## config.mk

```make
export PLATFORM = sky130hd
export DESIGN_NAME = clock_enable_gen
export DESIGN_NICKNAME = d
export VERILOG_FILES = /design/src/rtl/clock_enable_gen.sv
export SDC_FILE = /design/constraint.sdc
export NUM_CORES = 1
export LEC_CHECK = 0
export CAP_MARGIN = 25
export CORE_MARGIN = 4
export CORE_UTILIZATION = 55
export CTS_CLUSTER_DIAMETER = 50
export DETAILED_ROUTE_END_ITERATION = 7
export GPL_ROUTABILITY_DRIVEN = 0
export PLACE_DENSITY = 0.83
export SLEW_MARGIN = 20
export SYNTH_ARGS = -nofsm -noshare
export SYNTH_HDL_FRONTEND = slang
export SYNTH_SLANG_ARGS = --single-unit
```

## constraint.sdc

```tcl
create_clock -name clk_54mhz -period 9.9 [get_ports clk_54mhz]
set_input_delay 2.475 -clock clk_54mhz [delete_from_list [all_inputs] [get_ports clk_54mhz]]
set_output_delay 2.475 -clock clk_54mhz [all_outputs]
set_load 0.03 [all_outputs]
```

## src/rtl/clock_enable_gen.sv

```systemverilog
// Programmable clock-enable generator: free-running phase counter with a
// registered tick strobe, a square-wave output and glitch-free divisor updates.
module clock_enable_gen #(
  parameter int WIDTH       = 8,
  parameter int DEFAULT_DIV = 2
) (
  input  logic             clk_54mhz,
  input  logic             restart,
  input  logic             enable,
  input  logic [WIDTH-1:0] div_value,
  input  logic             div_load,
  output logic             tick,
  output logic             clk_out,
  output logic [WIDTH-1:0] phase,
  output logic [WIDTH-1:0] div_active,
  output logic             load_pending
);

  localparam logic [WIDTH-1:0] DIV_RESET = WIDTH'(DEFAULT_DIV);
  localparam logic [WIDTH-1:0] ONE       = WIDTH'(1);
  localparam logic [WIDTH:0]   ONE_WIDE  = (WIDTH+1)'(1);

  logic [WIDTH-1:0] div_pending;
  logic [WIDTH-1:0] phase_nxt;
  logic [WIDTH-1:0] load_val;
  logic [WIDTH:0]   high_count;
  logic             wrap;

  // High-phase length is computed one bit wider so N = 2^WIDTH-1 cannot overflow.
  always_comb begin
    wrap       = enable && (phase == (div_active - ONE));
    phase_nxt  = wrap ? '0 : (phase + ONE);
    load_val   = (div_value == '0) ? ONE : div_value;
    high_count = ({1'b0, div_active} + ONE_WIDE) >> 1;
  end

  always_ff @(posedge clk_54mhz) begin
    if (restart) begin
      phase        <= '0;
      tick         <= 1'b0;
      clk_out      <= 1'b0;
      div_active   <= DIV_RESET;
      div_pending  <= DIV_RESET;
      load_pending <= 1'b0;
    end else begin
      tick <= wrap;
      if (enable) begin
        phase   <= phase_nxt;
        clk_out <= ({1'b0, phase_nxt} < high_count);
      end
      // A new divisor only ever takes effect on a wrap edge, so no period is cut short.
      if (wrap) begin
        load_pending <= 1'b0;
        if (div_load) begin
          div_active  <= load_val;
          div_pending <= load_val;
        end else if (load_pending) begin
          div_active <= div_pending;
        end
      end else if (div_load) begin
        div_pending  <= load_val;
        load_pending <= 1'b1;
      end
    end
  end

endmodule

```

# Yosys cells after proc, flatten, opt, wreduce, memory -nomap -nowiden
# Cells that the tools add are included.
classes:
  multipliers: 0
  shift: 0
  n_eq_ne: 1
  magnitude_cmp: 1
  n_reduce_logical: 5
  n_mux: 4
  bitwise: 0
  n_div: 0
  addsub: 3
op_table:
  columns: ["cell", "n"]
  rows:
  - ["8-bit two-way mux", 4]
  - ["8-bit by 1-bit adder with 9-bit output (second input constant)", 1]
  - ["8-bit by 1-bit adder with 8-bit output (second input constant)", 1]
  - ["8-bit == test", 1]
  - ["8-bit logical NOT", 1]
  - ["8-bit less-than comparator", 1]
  - ["8-bit by 1-bit subtractor with 8-bit output (second input constant)", 1]
  - ["2-bit AND reduction", 1]
  - ["2-bit nonzero test", 1]
  - ["2-bit OR reduction", 1]
  - ["1-bit logical AND", 1]
totals:
  latch_bits: 0
  rom_bits: 0
  mem_bits_rw: 0
  mem_count: 0
  wordCells: 20
  reg_bits: 27

# Logic depth before layout (Yosys ltp)
depth:
  word_depth: 5
  depth_mapped: 14
  mapped_depth_nobuf: 13

# Worst setup path before layout
# Ideal clock, no wire load.
synth_timing:
  path_type: "input to register"
  start: "input enable"
  end: "register clk_out"
  t_arrival_ns: 4.754
  setup_slack_ns: 5.024
  setup_time_ns: 0.122
  t_required_ns: 9.778
  stages: 11
  cell_sequence: "nand3_1 or4b_4 a211oi_2 buf_2 nor2_1 ha_1 a21o_1 a21o_1 a21oi_1 and3_1 a221o_1"
synth_between:
  elab_chain_cells: 3
synth_rtl:
  columns: ["element", "line_no", "rtl"]
  rows:
  - ["from (decl)", "9", "input logic enable,"]
  - ["1-bit logical AND", "31", "wrap = enable && (phase == (div_active - ONE));"]
  - ["8-bit two-way mux", "32", "phase_nxt = wrap ? '0 : (phase + ONE);"]
  - ["net phase_nxt[5]", "24", "logic [WIDTH-1:0] phase_nxt;"]
  - ["8-bit less-than comparator", "49", "clk_out <= ({1'b0, phase_nxt} < high_count);"]
  - ["to (signal assigned)", "49", null]
  - ["to (decl)", "13", "output logic clk_out,"]
# The timed path passes the listed nets, and every way through them passes these cells.
# A chain may end at the register's enable or synchronous reset.

# Worst setup path after layout
# Ends and elaborated chain as after synthesis.

==> flow_metrics.env <==
export IMPL_status="complete, no violations"
export IMPL_grt_pass1_wl_um=6389
export IMPL_grt_overflow_total=0
export IMPL_cellLeakagePower_nw=0.8465
export IMPL_port_buffers=30
export IMPL_dp_slack_ns=3.753
export IMPL_reg2reg_from="div_active[0]"
export IMPL_yosys_area_share_adder_pct=7.062
export IMPL_crit_buf_inv=1
export IMPL_slew_limit_headroom_pct=52.68
export IMPL_core_area_sq_um=3078
export IMPL_ys_ff_latch=27
export IMPL_cts_sinks=27
export IMPL_worstMarginPinSlew_ns=0.7075
export IMPL_hold_path_cell_count=2
export IMPL_holdCritStartpoint="div_pending[0]"
export IMPL_internal_power_mw=0.1581
export IMPL_clockPowerShare_pct=22.3
export IMPL_power_frac_comb_pct=25.6
export IMPL_switching_share_pct=31.93
export IMPL_clk_latency_ns=0.35
export IMPL_setup_worst_path_end_class="register"
export IMPL_ir_drop_uv=62.71
export IMPL_synth_nets=219
export IMPL_arrival_ns=5.83
export IMPL_hold_path_class="register to register"
export IMPL_cts_tree="built"
export IMPL_r2r_end="clk_out"
export IMPL_crit_path_max_incr_delay_ns=0.68
export IMPL_clock_skew_ns=0.01178
export IMPL_synth_cells=197
export IMPL_synth_cell_types=43
export IMPL_drt_total_wl_um=3907
export IMPL_synth_top_family_by_area="simple AND/OR/NAND/NOR gates"
export IMPL_netlist_area_sq_um=1772
export IMPL_hold_buffers=0
export IMPL_hold_worst_slack_ns=0.5022
export IMPL_clock_path_buffers=2
export IMPL_finalCriticalPeriod_ns=5.530
export IMPL_p_sw_mw=0.07415
export IMPL_tns_ns=0
export IMPL_clock_fmax_mhz=180.8
export IMPL_antenna_found_initial=0
export IMPL_clockRootBuffer="clkbuf_4"
export IMPL_via_per_inst=5.508
export IMPL_muxShareOfSynthArea_pct=10.17
export IMPL_period_share_pct=55.85
export IMPL_n_fill_cell=258
export IMPL_rows=20
export IMPL_critical_path_top_delay_family="compound AO/OA/AOI/OAI gates"
export IMPL_synth_top_area_cell="dfxtp_1"
export IMPL_synth_compound_area_share_pct=9.110
export IMPL_clkTransAtPathRegs_ns=0.16
export IMPL_yosysTopAreaCellShare_pct=30.51
export IMPL_ys_flop_type="dfxtp_1"
export IMPL_critical_path_required_ns=10.20
export IMPL_h_tree_depth=1
export IMPL_path_common_cell="a21o_1"
export IMPL_die_x_um=64.76
export IMPL_async_flop_share_pct=0
export IMPL_pwr_share_seq_pct=52.0
export IMPL_drt_pass1_iterations=4
export IMPL_grt_pass1_vias=1398
export IMPL_hold_viol=0
export IMPL_pwr_density_cell_nw_per_um2=110.7
export IMPL_rsz0062_at_grt="no"
export IMPL_hold_end="div_pending[0]"
export IMPL_slowest_stage="clkdlybuf4s50_1"
export IMPL_cp_cell_sequence="clkdlybuf4s50_1 -> nand3_1 -> or4b_4 -> a211oi_4 -> nor2_1 -> ha_1 -> a21o_1 -> a21o_1 -> a21oi_1 -> and3_1 -> a221o_1"
export IMPL_yosysSeqAreaShare_pct=30.51
export IMPL_syn_to_final_growth_pct=18.36
export IMPL_cts_setup_buffers=0
export IMPL_num_vias=1443
export IMPL_initialDrtViolationCount=75
export IMPL_setup_viol=0
export IMPL_crit_type="input pin to register"
export IMPL_synth_edf_count=0
export IMPL_nets=241
export IMPL_reg2reg_slack_ns=6.10
export IMPL_fin_util_pct=68.13
export IMPL_synth_xor_area_share_pct=14.76
export IMPL_maxCapViolCount=0
export IMPL_ctsResizeCount=0
export IMPL_wl_per_cell_um=14.91
export IMPL_ys_warn_count=0
export IMPL_maxSlewViolCount=0
export IMPL_grt_max_degree=30
export IMPL_chipHeight_um=64.76
export IMPL_crit_fanout=18
export IMPL_syn_area_per_cell_sq_um=8.993
export IMPL_grt_usage_pct=19.34
export IMPL_synth_simple_area_share_pct=23.52
export IMPL_start_kind="input pin"
export IMPL_num_io_pins=31
export IMPL_antenna_left=0
export IMPL_drc=0
export IMPL_antennaDiodeCount=0
export IMPL_post_route_cells_drive_above_1_share_pct=9.174
export IMPL_worst_r2r_path_depth=13
export IMPL_synth_area_top_cells="dfxtp_1 (31%), xnor2_1 (7.9%), ha_1 (7.1%)"
export IMPL_dieArea_sq_um=4193
export IMPL_start_util_pct=57.56
export IMPL_dpl_hpwl_um=2884
export IMPL_setup_slack_ns=4.370
export IMPL_cts_buffers=3
[power by group through the flow]
stage | Sequential [mW] | Combinational (mW) | Clock, mW
after CTS | 0.121 | 0.0584 | 0.0542
after global routing | 0.122 | 0.0639 | 0.0587
after detailed placement | 0.123 | 0.0582 | 0
after floorplan | 0.128 | 0.0345 | 0
final | 0.121 | 0.0595 | 0.0519
after global placement | 0.123 | 0.0563 | 0
[final cells by class]
| type | count | area (sq um) | share of cell area, % |
|---|---|---|---|
| Multi-Input combinational cell | 153 | 1152 | 54.95 |
| Sequential cell | 27 | 540.5 | 25.78 |
| Timing Repair Buffer | 31 | 307.8 | 14.68 |
| Tap cell | 44 | 55.05 | 2.625 |
| Clock buffer | 3 | 22.52 | 1.074 |
| Inverter | 3 | 11.26 | 0.5370 |
| Clock inverter | 1 | 7.507 | 0.3580 |
[metal layers]
layer	vias to the layer above	wire [um]	track usage, %	share of wire (%)
met1	683	1778	24.60	46
met4	0	79	9.499	2.0
met3	5	131	2.080	3.4
met2	29	1917	32.31	49
met5	-	0	0	0
li1	726	-	-	-
[synth_stat cells, types with 2 or more instances]
| cell type | count |
|---|---|
| and3_1 | 7 |
| xor2_1 | 12 |
| xnor2_1 | 16 |
| mux2i_1 | 6 |
| nand4_1 | 3 |
| nand3_1 | 8 |
| buf_6 | 2 |
| buf_2 | 2 |
| a211oi_1 | 3 |
| nor3_1 | 10 |
| mux2_4 | 8 |
| a21o_1 | 2 |
| nor4_1 | 2 |
| o21ai_0 | 2 |
| nand2_1 | 10 |
| a21oi_1 | 3 |
| dfxtp_1 | 27 |
| nand2b_1 | 3 |
| nor2b_1 | 10 |
| inv_1 | 3 |
| clkbuf_1 | 8 |
| nor2_1 | 20 |
| ha_1 | 10 |
[cell usage in the layout, fill, tap and decap left out, types with 6 or more instances in the layout]
| cell | synthesis | final |
|---|---|---|
| nand3_1 | 8 | 8 |
| dfxtp_1 | 27 | 27 |
| xnor2_1 | 16 | 16 |
| nor2b_1 | 10 | 10 |
| clkdlybuf4s50_1 | 0 | 30 |
| mux2_4 | 8 | 8 |
| and3_1 | 7 | 7 |
| nor3_1 | 10 | 10 |
| xor2_1 | 12 | 12 |
| nor2_1 | 20 | 20 |
| mux2i_1 | 6 | 6 |
| nand2_1 | 10 | 10 |
| ha_1 | 10 | 10 |
[cell families after synthesis]
| kind of cell | count (synthesis) |
|---|---|
| AO/OA/AOI/OAI | 21 |
| XOR/XNOR | 29 |
| adder cells (fa/ha/maj) | 10 |
| buffers and inverters | 17 |
| flip-flops | 27 |
| multiplexers | 14 |
| AND/OR/NAND/NOR | 79 |
[registers in the layout, summed over array words and instances (netlist names)]
register      flops
clk_out           1
div_active        8
div_pending       8
load_pending      1
phase             8
tick              1
[worst min-delay path: cells and delay by family, from the launching register on]
kind	cells	cell delay (ns)
flops	1	0.33
simple gates	1	0.08
compound gates	1	0.06
[metrics by stage]
| step | power (mW) | std cells | cell area (sq um) |
|---|---|---|---|
| final | 0.2322 | 262 | 2097 |
| after global routing | 0.2445 | 262 | 2097 |
| after CTS | 0.2333 | 262 | 2090 |
| after detailed placement | 0.1812 | 258 | 2059 |
| after global placement | 0.1791 | 258 | 2059 |
| after floorplan | 0.1627 | 197 | 1772 |
[worst max-delay path by stage]
stage	start	endpoint	slack [ns]	cells past startpoint
after floorplan	enable	clk_out	5.02	11
after global placement	enable	clk_out	3.95	11
after detailed placement	enable	clk_out	3.75	11
after CTS	enable	clk_out	4.13	11
after global routing	enable	clk_out	4.13	11
final	enable	clk_out	4.37	11
Power figures use the tool's default switching activity.
